==> src/rtl/calc_op_scheduler_pkg.sv <==
// Shared types and constants for the calculator operation scheduler.
package calc_op_scheduler_pkg;

  localparam int unsigned N_UNITS_DEF     = 4;
  localparam int unsigned RES_W_DEF       = 32;
  localparam int unsigned TIMEOUT_CYC_DEF = 64;
  localparam int unsigned OP_W            = 2;

  // Operation unit indices carried on op_code
  localparam logic [OP_W-1:0] OP_MUL  = 2'd0;
  localparam logic [OP_W-1:0] OP_DIV  = 2'd1;
  localparam logic [OP_W-1:0] OP_POW  = 2'd2;
  localparam logic [OP_W-1:0] OP_SQRT = 2'd3;

  typedef enum logic [1:0] {
    ST_IDLE  = 2'd0,
    ST_CLEAR = 2'd1,
    ST_RUN   = 2'd2,
    ST_HOLD  = 2'd3
  } state_e;

  // Status flags that travel with a latched result
  typedef struct packed {
    logic err;
    logic sign;
    logic ovf;
  } res_flags_t;

endpackage

==> src/rtl/calc_op_scheduler_if.sv <==
// Request, unit-control and result signals between the scheduler and its neighbours.
interface calc_op_scheduler_if #(
  parameter int unsigned N_UNITS = calc_op_scheduler_pkg::N_UNITS_DEF,
  parameter int unsigned RES_W   = calc_op_scheduler_pkg::RES_W_DEF
) ();

  logic                             op_valid;
  logic                             op_ready;
  logic [calc_op_scheduler_pkg::OP_W-1:0] op_code;
  logic                             op_abort;
  logic [N_UNITS-1:0]               unit_rst;
  logic [N_UNITS-1:0]               unit_start;
  logic [N_UNITS-1:0]               unit_done;
  logic [N_UNITS*RES_W-1:0]         unit_result;
  logic [N_UNITS-1:0]               unit_sign;
  logic [N_UNITS-1:0]               unit_ovf;
  logic                             res_valid;
  logic                             res_ack;
  logic [RES_W-1:0]                 result;
  logic                             res_sign;
  logic                             res_ovf;
  logic                             res_err;

  // Requester, operation units and result consumer as seen from outside
  modport master (
    output op_valid, op_code, op_abort, unit_done, unit_result, unit_sign, unit_ovf, res_ack,
    input  op_ready, unit_rst, unit_start, res_valid, result, res_sign, res_ovf, res_err
  );

  // The scheduler itself
  modport slave (
    input  op_valid, op_code, op_abort, unit_done, unit_result, unit_sign, unit_ovf, res_ack,
    output op_ready, unit_rst, unit_start, res_valid, result, res_sign, res_ovf, res_err
  );

endinterface

==> src/rtl/calc_op_scheduler_timeout_cnt.sv <==
// Clear/enable up-counter that flags when it sits on LIMIT-1.
module calc_op_scheduler_timeout_cnt #(
  parameter int unsigned LIMIT = 64
) (
  input  logic clk,
  input  logic rst,
  input  logic clr_i,
  input  logic en_i,
  output logic tc_o
);

  localparam int unsigned CNT_W = (LIMIT > 1) ? $clog2(LIMIT) : 1;

  logic [CNT_W-1:0] cnt_q, cnt_d;

  // Clear wins over count; stop at the terminal value
  always_comb begin
    cnt_d = cnt_q;
    if (clr_i) begin
      cnt_d = '0;
    end else if (en_i && !tc_o) begin
      cnt_d = cnt_q + CNT_W'(1);
    end
  end

  // Counter register
  always_ff @(posedge clk) begin
    if (!rst) begin
      cnt_q <= '0;
    end else begin
      cnt_q <= cnt_d;
    end
  end

  assign tc_o = (cnt_q == CNT_W'(LIMIT - 1));

endmodule

==> src/rtl/calc_op_scheduler.sv <==
// Runs one multi-cycle operation unit at a time and holds its result for the consumer.
module calc_op_scheduler
  import calc_op_scheduler_pkg::*;
#(
  parameter int unsigned N_UNITS     = N_UNITS_DEF,
  parameter int unsigned RES_W       = RES_W_DEF,
  parameter int unsigned TIMEOUT_CYC = TIMEOUT_CYC_DEF
) (
  input logic                clk,
  input logic                rst,
  calc_op_scheduler_if.slave bus
);

  state_e           state_q, state_d;
  logic [OP_W-1:0]  sel_q, sel_d;
  logic [RES_W-1:0] cap_val_q, cap_val_d;
  res_flags_t       cap_flags_q, cap_flags_d;
  logic             abort_hit;
  logic             timeout_tc;

  logic             sel_done, sel_sign, sel_ovf;
  logic [RES_W-1:0] sel_result;

  logic               op_ready_q, op_ready_d;
  logic [N_UNITS-1:0] unit_rst_q, unit_rst_d;
  logic [N_UNITS-1:0] unit_start_q, unit_start_d;
  logic               res_valid_q, res_valid_d;
  logic [RES_W-1:0]   result_q, result_d;
  res_flags_t         res_flags_q, res_flags_d;

  calc_op_scheduler_timeout_cnt #(
    .LIMIT(TIMEOUT_CYC)
  ) u_timeout (
    .clk  (clk),
    .rst  (rst),
    .clr_i(state_q == ST_CLEAR),
    .en_i (state_q == ST_RUN),
    .tc_o (timeout_tc)
  );

  // Pick the selected unit's done/result/flags; other units are ignored
  always_comb begin
    sel_done   = 1'b0;
    sel_sign   = 1'b0;
    sel_ovf    = 1'b0;
    sel_result = '0;
    for (int unsigned i = 0; i < N_UNITS; i++) begin
      if (sel_q == OP_W'(i)) begin
        sel_done   = bus.unit_done[i];
        sel_sign   = bus.unit_sign[i];
        sel_ovf    = bus.unit_ovf[i];
        sel_result = bus.unit_result[i*RES_W +: RES_W];
      end
    end
  end

  // State, selection and captured result registers
  always_ff @(posedge clk) begin
    if (!rst) begin
      state_q     <= ST_IDLE;
      sel_q       <= '0;
      cap_val_q   <= '0;
      cap_flags_q <= '0;
    end else begin
      state_q     <= state_d;
      sel_q       <= sel_d;
      cap_val_q   <= cap_val_d;
      cap_flags_q <= cap_flags_d;
    end
  end

  // Next state; in RUN abort beats done, done beats timeout
  always_comb begin
    state_d     = state_q;
    sel_d       = sel_q;
    cap_val_d   = cap_val_q;
    cap_flags_d = cap_flags_q;
    abort_hit   = 1'b0;
    unique case (state_q)
      ST_IDLE: begin
        if (bus.op_valid) begin
          sel_d = bus.op_code;
          if (32'(bus.op_code) >= N_UNITS) begin
            state_d     = ST_HOLD;
            cap_val_d   = '0;
            cap_flags_d = '{err: 1'b1, sign: 1'b0, ovf: 1'b0};
          end else begin
            state_d = ST_CLEAR;
          end
        end
      end
      ST_CLEAR: begin
        if (bus.op_abort) begin
          state_d   = ST_IDLE;
          abort_hit = 1'b1;
        end else begin
          state_d = ST_RUN;
        end
      end
      ST_RUN: begin
        if (bus.op_abort) begin
          state_d   = ST_IDLE;
          abort_hit = 1'b1;
        end else if (sel_done) begin
          state_d     = ST_HOLD;
          cap_val_d   = sel_result;
          cap_flags_d = '{err: 1'b0, sign: sel_sign, ovf: sel_ovf};
        end else if (timeout_tc) begin
          state_d     = ST_HOLD;
          cap_val_d   = '0;
          cap_flags_d = '{err: 1'b1, sign: 1'b0, ovf: 1'b0};
        end
      end
      ST_HOLD: begin
        if (bus.res_ack) begin
          state_d = ST_IDLE;
        end
      end
      default: state_d = ST_IDLE;
    endcase
  end

  // Output values: unit controls follow the next state, result side trails HOLD by a cycle
  always_comb begin
    op_ready_d   = 1'b0;
    unit_rst_d   = '0;
    unit_start_d = '0;
    res_valid_d  = 1'b0;
    result_d     = '0;
    res_flags_d  = '0;
    if (state_d == ST_IDLE) begin
      op_ready_d = 1'b1;
    end
    if ((state_d == ST_CLEAR) || abort_hit) begin
      unit_rst_d = N_UNITS'(1) << sel_d;
    end
    if (state_d == ST_RUN) begin
      unit_start_d = N_UNITS'(1) << sel_d;
    end
    if (state_q == ST_HOLD) begin
      res_valid_d = 1'b1;
      result_d    = cap_val_q;
      res_flags_d = cap_flags_q;
    end
  end

  // Output registers
  always_ff @(posedge clk) begin
    if (!rst) begin
      op_ready_q   <= 1'b1;
      unit_rst_q   <= '0;
      unit_start_q <= '0;
      res_valid_q  <= 1'b0;
      result_q     <= '0;
      res_flags_q  <= '0;
    end else begin
      op_ready_q   <= op_ready_d;
      unit_rst_q   <= unit_rst_d;
      unit_start_q <= unit_start_d;
      res_valid_q  <= res_valid_d;
      result_q     <= result_d;
      res_flags_q  <= res_flags_d;
    end
  end

  assign bus.op_ready   = op_ready_q;
  assign bus.unit_rst   = unit_rst_q;
  assign bus.unit_start = unit_start_q;
  assign bus.res_valid  = res_valid_q;
  assign bus.result     = result_q;
  assign bus.res_sign   = res_flags_q.sign;
  assign bus.res_ovf    = res_flags_q.ovf;
  assign bus.res_err    = res_flags_q.err;

endmodule

==> src/flat_wrapper.sv <==
// flat-port wrapper written by rule: the top's interface ports become plain ports
module calc_op_scheduler_flat import calc_op_scheduler_pkg::*;
#(
  parameter int unsigned N_UNITS     = N_UNITS_DEF,
  parameter int unsigned RES_W       = RES_W_DEF,
  parameter int unsigned TIMEOUT_CYC = TIMEOUT_CYC_DEF
)
  (clk, rst, bus_op_valid, bus_op_code, bus_op_abort, bus_unit_done, bus_unit_result, bus_unit_sign, bus_unit_ovf, bus_res_ack, bus_op_ready, bus_unit_rst, bus_unit_start, bus_res_valid, bus_result, bus_res_sign, bus_res_ovf, bus_res_err);
  calc_op_scheduler_if #(.N_UNITS(N_UNITS), .RES_W(RES_W)) bus_i ();
  input logic clk;
  input logic rst;
  input wire logic [$bits(bus_i.op_valid)-1:0] bus_op_valid;
  input wire logic [$bits(bus_i.op_code)-1:0] bus_op_code;
  input wire logic [$bits(bus_i.op_abort)-1:0] bus_op_abort;
  input wire logic [$bits(bus_i.unit_done)-1:0] bus_unit_done;
  input wire logic [$bits(bus_i.unit_result)-1:0] bus_unit_result;
  input wire logic [$bits(bus_i.unit_sign)-1:0] bus_unit_sign;
  input wire logic [$bits(bus_i.unit_ovf)-1:0] bus_unit_ovf;
  input wire logic [$bits(bus_i.res_ack)-1:0] bus_res_ack;
  output wire logic [$bits(bus_i.op_ready)-1:0] bus_op_ready;
  output wire logic [$bits(bus_i.unit_rst)-1:0] bus_unit_rst;
  output wire logic [$bits(bus_i.unit_start)-1:0] bus_unit_start;
  output wire logic [$bits(bus_i.res_valid)-1:0] bus_res_valid;
  output wire logic [$bits(bus_i.result)-1:0] bus_result;
  output wire logic [$bits(bus_i.res_sign)-1:0] bus_res_sign;
  output wire logic [$bits(bus_i.res_ovf)-1:0] bus_res_ovf;
  output wire logic [$bits(bus_i.res_err)-1:0] bus_res_err;
  assign bus_i.op_valid = bus_op_valid;
  assign bus_i.op_code = bus_op_code;
  assign bus_i.op_abort = bus_op_abort;
  assign bus_i.unit_done = bus_unit_done;
  assign bus_i.unit_result = bus_unit_result;
  assign bus_i.unit_sign = bus_unit_sign;
  assign bus_i.unit_ovf = bus_unit_ovf;
  assign bus_i.res_ack = bus_res_ack;
  assign bus_op_ready = bus_i.op_ready;
  assign bus_unit_rst = bus_i.unit_rst;
  assign bus_unit_start = bus_i.unit_start;
  assign bus_res_valid = bus_i.res_valid;
  assign bus_result = bus_i.result;
  assign bus_res_sign = bus_i.res_sign;
  assign bus_res_ovf = bus_i.res_ovf;
  assign bus_res_err = bus_i.res_err;
  calc_op_scheduler #(.N_UNITS(N_UNITS), .RES_W(RES_W), .TIMEOUT_CYC(TIMEOUT_CYC)) u_core (.clk(clk), .rst(rst), .bus(bus_i));
endmodule
==> config.mk <==
export PLATFORM = sky130hd
export DESIGN_NAME = calc_op_scheduler_flat
export DESIGN_NICKNAME = d
export VERILOG_FILES = /design/src/rtl/calc_op_scheduler_pkg.sv /design/src/rtl/calc_op_scheduler_if.sv /design/src/rtl/calc_op_scheduler_timeout_cnt.sv /design/src/rtl/calc_op_scheduler.sv /design/src/flat_wrapper.sv
export SDC_FILE = /design/constraint.sdc
export NUM_CORES = 1
export LEC_CHECK = 0
export CORE_MARGIN = 1
export CORE_UTILIZATION = 43
export DETAILED_ROUTE_END_ITERATION = 7
export PLACE_DENSITY = 0.95
export SLEW_MARGIN = 10
export SYNTH_ARGS = -nofsm -noshare
export SYNTH_HDL_FRONTEND = slang
export SYNTH_SLANG_ARGS = --single-unit
==> constraint.sdc <==
create_clock -name clk -period 5.73 [get_ports clk]
set_input_delay 0.573 -clock clk [delete_from_list [all_inputs] [get_ports clk]]
set_output_delay 0.573 -clock clk [all_outputs]
set_load 0.01 [all_outputs]
# Yosys cells after proc, flatten, opt, wreduce, memory -nomap -nowiden
# Index checks and enable logic that the tools add are counted.
[op_classes] addsub=1 n_mul=0 n_div=0 n_lt_le_gt_ge=0 n_eq_ne=9 shift=1 n_mux=33 n_bitwise=2 reduce_logical=13
[ops] operator="$mux 32" n=6
[ops] operator="$mux 1" n=16
[ops] operator="$mux 2" n=8
[ops] operator="$eq 2x2->1 const B" n=5
[ops] operator="$pmux 2 s4" n=1
[ops] operator="$add 6x1->6 const B" n=1
[ops] operator="$eq 2x1->1 const B" n=3
[ops] operator="$eq 6x6->1 const B" n=1
[ops] operator="$logic_not 2->1" n=3
[ops] operator="$mux 3" n=2
[ops] operator="$reduce_and 2->1" n=3
[ops] operator="$reduce_or 2->1" n=2
[ops] operator="$shl 1x2->4 const A" n=1
[ops] operator="$reduce_and 3->1" n=1
[ops] operator="$not 1->1" n=2
[ops] operator="$reduce_bool 2->1" n=1
[ops] operator="$logic_and 1x1->1" n=1
[ops] operator="$logic_not 1->1" n=1
[ops] operator="$logic_or 1x1->1" n=1
[word_totals] register_bits=90 latchBits=0 mem_bits_rw=0 mem_bits_ro=0 input_bits=147 out_inout_bits=45 wordCells=74 mem_count=0

# Depth between registers and ports, before layout
[depth] ltp_word=11 ltp_mapped=10 ltp_nobuf=7

# Cells and area by module
# Synthesis repeated with hierarchy kept, for this count alone.
[unflattened] cells_unflattened=399 area_unflattened_um2=4319.1
[by_module_without_submodules] mod="calc_op_scheduler" instances=1 cells_each=366 area_per_inst_um2=4017.6 seq_area_each_um2=1681.6
[by_module_without_submodules] mod="calc_op_scheduler_timeout_cnt" instances=1 cells_each=33 area_per_inst_um2=301.5 seq_area_each_um2=120.1

# Least setup slack after synthesis
# Ideal clock, no wire load.
[synth_timing] path_kind="reg-to-reg" start="register u_core.state_q[0]" end="register u_core.unit_rst_q[3], in the netlist u_core.bus.unit_rst[3]" setup_time_ns=0.078 t_arrival_ns=1.848 t_required_ns=5.652 slack_ns=3.804 path_stages_with_launch=9 n_path_buf=1 synth_period_minus_slack_ns=1.926 path_cell_list="dfxtp_1 > inv_1 > ha_1 > nor2b_1 > buf_2 > o31ai_1 > a41oi_1 > o41a_1 > nor3_1"
[synth_via] elab_chain_len=7 word_cells_on_any_way=17 cone_classes="eq/ne: 4; shift: 1; mux: 8; reduce/logical: 4"
[synth_rtl] element="start: declaration" line_no="calc_op_scheduler.sv:14" rtl="state_e state_q, state_d;"
[synth_rtl] element="start signal: assignment" line_no="calc_op_scheduler.sv:65" rtl="state_q <= state_d;"
[synth_rtl] element="$mux 2" line_no="calc_op_scheduler.sv:108" rtl="end else if (timeout_tc) begin"
[synth_rtl] element="$mux 2" line_no="calc_op_scheduler.sv:104" rtl="end else if (sel_done) begin"
[synth_rtl] element="$mux 2" line_no="calc_op_scheduler.sv:101" rtl="if (bus.op_abort) begin"
[synth_rtl] element="$pmux 2 s4" line_no="calc_op_scheduler.sv:79" rtl="unique case (state_q)"
[synth_rtl] element="$eq 2x1->1" line_no="calc_op_scheduler.sv:134" rtl="if ((state_d == ST_CLEAR) || abort_hit) begin"
[synth_rtl] element="$logic_or 1x1->1" line_no="calc_op_scheduler.sv:134"
[synth_rtl] element="$reduce_and 2->1 (no source line)"
[synth_rtl] element="end signal: assignment" line_no="calc_op_scheduler.sv:158" rtl="unit_rst_q <= unit_rst_d;"
[synth_rtl] element="end: declaration" line_no="calc_op_scheduler.sv:25" rtl="logic [N_UNITS-1:0] unit_rst_q, unit_rst_d;"
# Parallel ways exist; a longest one is shown, timed or not.
# A chain may end at the register's enable or synchronous reset.

# Worst setup path after layout
[layout_timing] start="register u_core.sel_q[1]" end="register u_core.cap_val_q[15]"
[layout_via] elab_chain_len=7 word_cells_on_any_way=15 cone_classes="eq/ne: 3; mux: 9; reduce/logical: 3"
[layout_rtl] element="start: declaration" line_no="calc_op_scheduler.sv:15" rtl="logic [OP_W-1:0] sel_q, sel_d;"
[layout_rtl] element="start signal: assignment" line_no="calc_op_scheduler.sv:66" rtl="sel_q <= sel_d;"
[layout_rtl] element="$logic_not 2->1" line_no="calc_op_scheduler.sv:48" rtl="if (sel_q == OP_W'(i)) begin"
[layout_rtl] element="$mux 1 (4 in a row)" line_no="calc_op_scheduler.sv:48"
[layout_rtl] element="$reduce_bool 2->1 (no source line)"
[layout_rtl] element="$reduce_and 3->1 (no source line)"
[layout_rtl] element="end signal: assignment" line_no="calc_op_scheduler.sv:67" rtl="cap_val_q <= cap_val_d;"
[layout_rtl] element="end: declaration" line_no="calc_op_scheduler.sv:16" rtl="logic [RES_W-1:0] cap_val_q, cap_val_d;"
# Parallel ways exist; a longest one is shown, timed or not.

==> results.md <==
* Outcome: finished, final reports clean
* Post_cts resized at 0
* CTS tree: yes
* # Max-Cap Violations at 0
* CP endpoint kind: flop
* Sw frac at 0.219
* Final setup fails at 0
* GRT Util Overall at 0.233
* Fin Hold WS at 0.454 ns
* Placed instance area at 5780 um^2
* Vias in the first global route at 3,613
* Tot Pwr at 0.00131 W
* Final antenna-violating net count at 0
* Initial Utilization at 0.443
* Remaining DRCs at 0
* Setup total negative slack at 0 ns
* Pwr Density at 219 nW/um^2
* Initial antenna violation count at 0
* Die Wd at 96.6 um
* Flop pwr share at 0.489
* Arr. time, crit path at 3.28 ns
* Fin util at 0.690
* Post-Route WL at 10,700 um
* Clock power frac at 0.343
* Pleak at 2.25 nW
* Final net count at 673
* Gr ovfl total at 0
* Total I/O pin count at 192
* Commonest non-fill, non-tap cell in the layout: clkdlybuf4s50_1
* Clk_skew at 0.0100 ns
* CP Data Required Time at 5.92 ns
* Die footprint at 9330 um^2
* Setup repair bufs after CTS at 0
* Dpl hpwl at 8030 um
* Internal power at 0.00102 W
* Mapped Nets at 496
* CTS root buffer: clkbuf_8
* Peak supply drop at 137 uV
* H-Tree Depth at 3
* Largest net degree at the start of global routing at 44
* Via count at 3,482
* Area Overhead vs Synth at 55.5%
* Sw Pwr at 0.000288 W
* Wire per inst at 16.9 um
* Slew @ Worst Pin at 1.15 ns
* Most frequent cells in the layout: clkdlybuf4s50_1 (191), dfxtp_1 (88), and3_1 (38), mux4_2 (35), nor2_1 (35)
* PortBufs at 191
* Final hold violations at 0
* Share of layout cells above drive strength 1 at 0.105
* YS warnings at 0
* Post-synth cell types at 31
* Register clock-pin slew on the reported worst setup and hold paths at 0.09 ns
* Hold Buf Count CTS at 0
* DRT Pass-1 Iters at 5
* Gpl congestion at 0.886
* Mapped Area at 3850 um^2
* CP max-delay cell: dfxtp_2
* Total CTS buffers at 9
* Slew headroom at 0.232
* Hold WC Path Type: reg2reg
* Fin crit share at 0.539
* Core area at 8680 um^2
* Clk Latency, worst-skew pair at 0.35 ns
* Max Freq at 324 MHz
* Initial DRC Count at 192
* Crit-path max FO at 36
* First-pass GRT wire length at 17,400 um
* Min Tclk post-route at 3.09 ns
* Antenna Cells at 0
* Vias per cell at 5.51
* Sequential area share after synthesis at 0.468
* Row count at 34
* Synth Register Bits at 90
* Fin. max-slew vios at 0
* Critical path class: reg2reg
* CP max stage delay at 0.88 ns
* Gate power share at 0.168
* Mean Syn Cell Area at 11.2 um^2
* Startpoint types: flop
* Final instance area at 5980 um^2
* Unrepaired setup endpoints after global routing: false
* Deepest clock path buffer count at 2
* Clk sink count at 90
* Post-Syn Instances at 343
* Die Span Y at 96.6 um
* Worst path cell trace: mux4_2, and2_1, nor2_8, a22oi_1, nor2_1
[routing by layer]
layer,wire length [um],vias to the layer above,share of wire,global-route usage
li1,-,1620,-,-
met1,3940,1669,0.37,0.254
met2,5820,166,0.54,0.427
met3,624,27,0.058,0.0477
met4,325,0,0.030,0.111
met5,0,-,0,0
[worst max-delay path, delay by kind of cell (launching register included)]
kind / cells / cell delay (ns)
simple gates: 3 / 1.14
flops: 1 / 0.88
mux: 1 / 0.58
compound gates: 1 / 0.28
[registers in the layout (all words and copies together), names as in the netlist]
register                cells
u_core.state_q              2
u_core.bus.op_ready         1
u_core.bus.res_sign         1
u_core.bus.res_valid        1
u_core.u_timeout.cnt_q      6
u_core.cap_val_q           32
u_core.sel_q                2
u_core.bus.result          32
u_core.bus.unit_start       4
u_core.bus.res_err          1
u_core.cap_flags_q          3
u_core.bus.res_ovf          1
u_core.bus.unit_rst         4
[Yosys cell counts]
library cell	instances	area, um^2
and2_1	2	12.5
xor2_1	3	26.3
o21ai_0	4	20.0
nor3_1	5	25.0
nand2b_1	4	25.0
inv_1	5	18.8
o41a_1	1	11.3
nor2_1	35	131
buf_2	7	35.0
o31ai_1	1	7.51
dfxtp_1	90	1800
nand4b_1	1	8.76
and4_1	2	17.5
and3_1	38	238
buf_1	1	3.75
mux4_2	35	788
nand4_1	3	18.8
a31oi_1	2	12.5
nor2b_1	2	12.5
o21a_1	1	7.51
clkbuf_1	16	60.1
buf_6	4	45.0
ha_1	6	75.1
a21oi_1	14	70.1
a22oi_1	21	158
nand2_1	18	67.6
nor2_8	1	20.0
xnor2_1	1	8.76
nand3_1	15	75.1
a41oi_1	2	17.5
mux2i_1	3	30.0
[cell type report]
| cell class | count | area, um^2 |
|---|---|---|
| fillers | 630 | 2690 |
| repair buffers | 194 | 1930 |
| multi-input cells | 220 | 1880 |
| flip-flops and latches | 90 | 1800 |
| well taps | 108 | 135 |
| clock buffers | 10 | 128 |
| clock inverters | 5 | 80.1 |
| inverters | 5 | 18.8 |
[metrics by stage]
stage               instances  setup slack, ns
global route              632             2.40
global placement          617             2.74
finish                    632             2.64
detailed placement        617             2.61
CTS                       632             2.63
floorplan                 343             3.80
[kinds of logic after synthesis]
logic type               count (synthesis)  share of synthesized area
AND/OR/NAND/NOR                        126                      0.169
AO/OA/AOI/OAI                           46                     0.0790
adder cells (fa/ha/maj)                  6                     0.0195
XOR/XNOR                                 4                    0.00910
flip-flops                              90                      0.468
buffers and inverters                   33                     0.0423
multiplexers                            38                      0.213
[power by group through the flow]
stage | sequential, W | combinational (W) | clock (W)
floorplan | 0.000651 | 0.000102 | 0
global placement | 0.000656 | 0.000213 | 0
detailed placement | 0.000657 | 0.000220 | 0
CTS | 0.000642 | 0.000221 | 0.000455
global route | 0.000644 | 0.000236 | 0.000483
finish | 0.000642 | 0.000220 | 0.000450
[final timing paths]
kind                                            from                   end  slack [ns]  cells after the start
worst max-delay path                 u_core.sel_q[1]  u_core.cap_val_q[15]        2.64                      5
worst min register to register  u_core.cap_val_q[24]  u_core.cap_val_q[24]        0.45                      2
worst max register to register       u_core.sel_q[1]  u_core.cap_val_q[15]        2.64                      5
worst min-delay path            u_core.cap_val_q[24]  u_core.cap_val_q[24]        0.45                      2
Note: power is estimated with default switching activity, not from simulation.
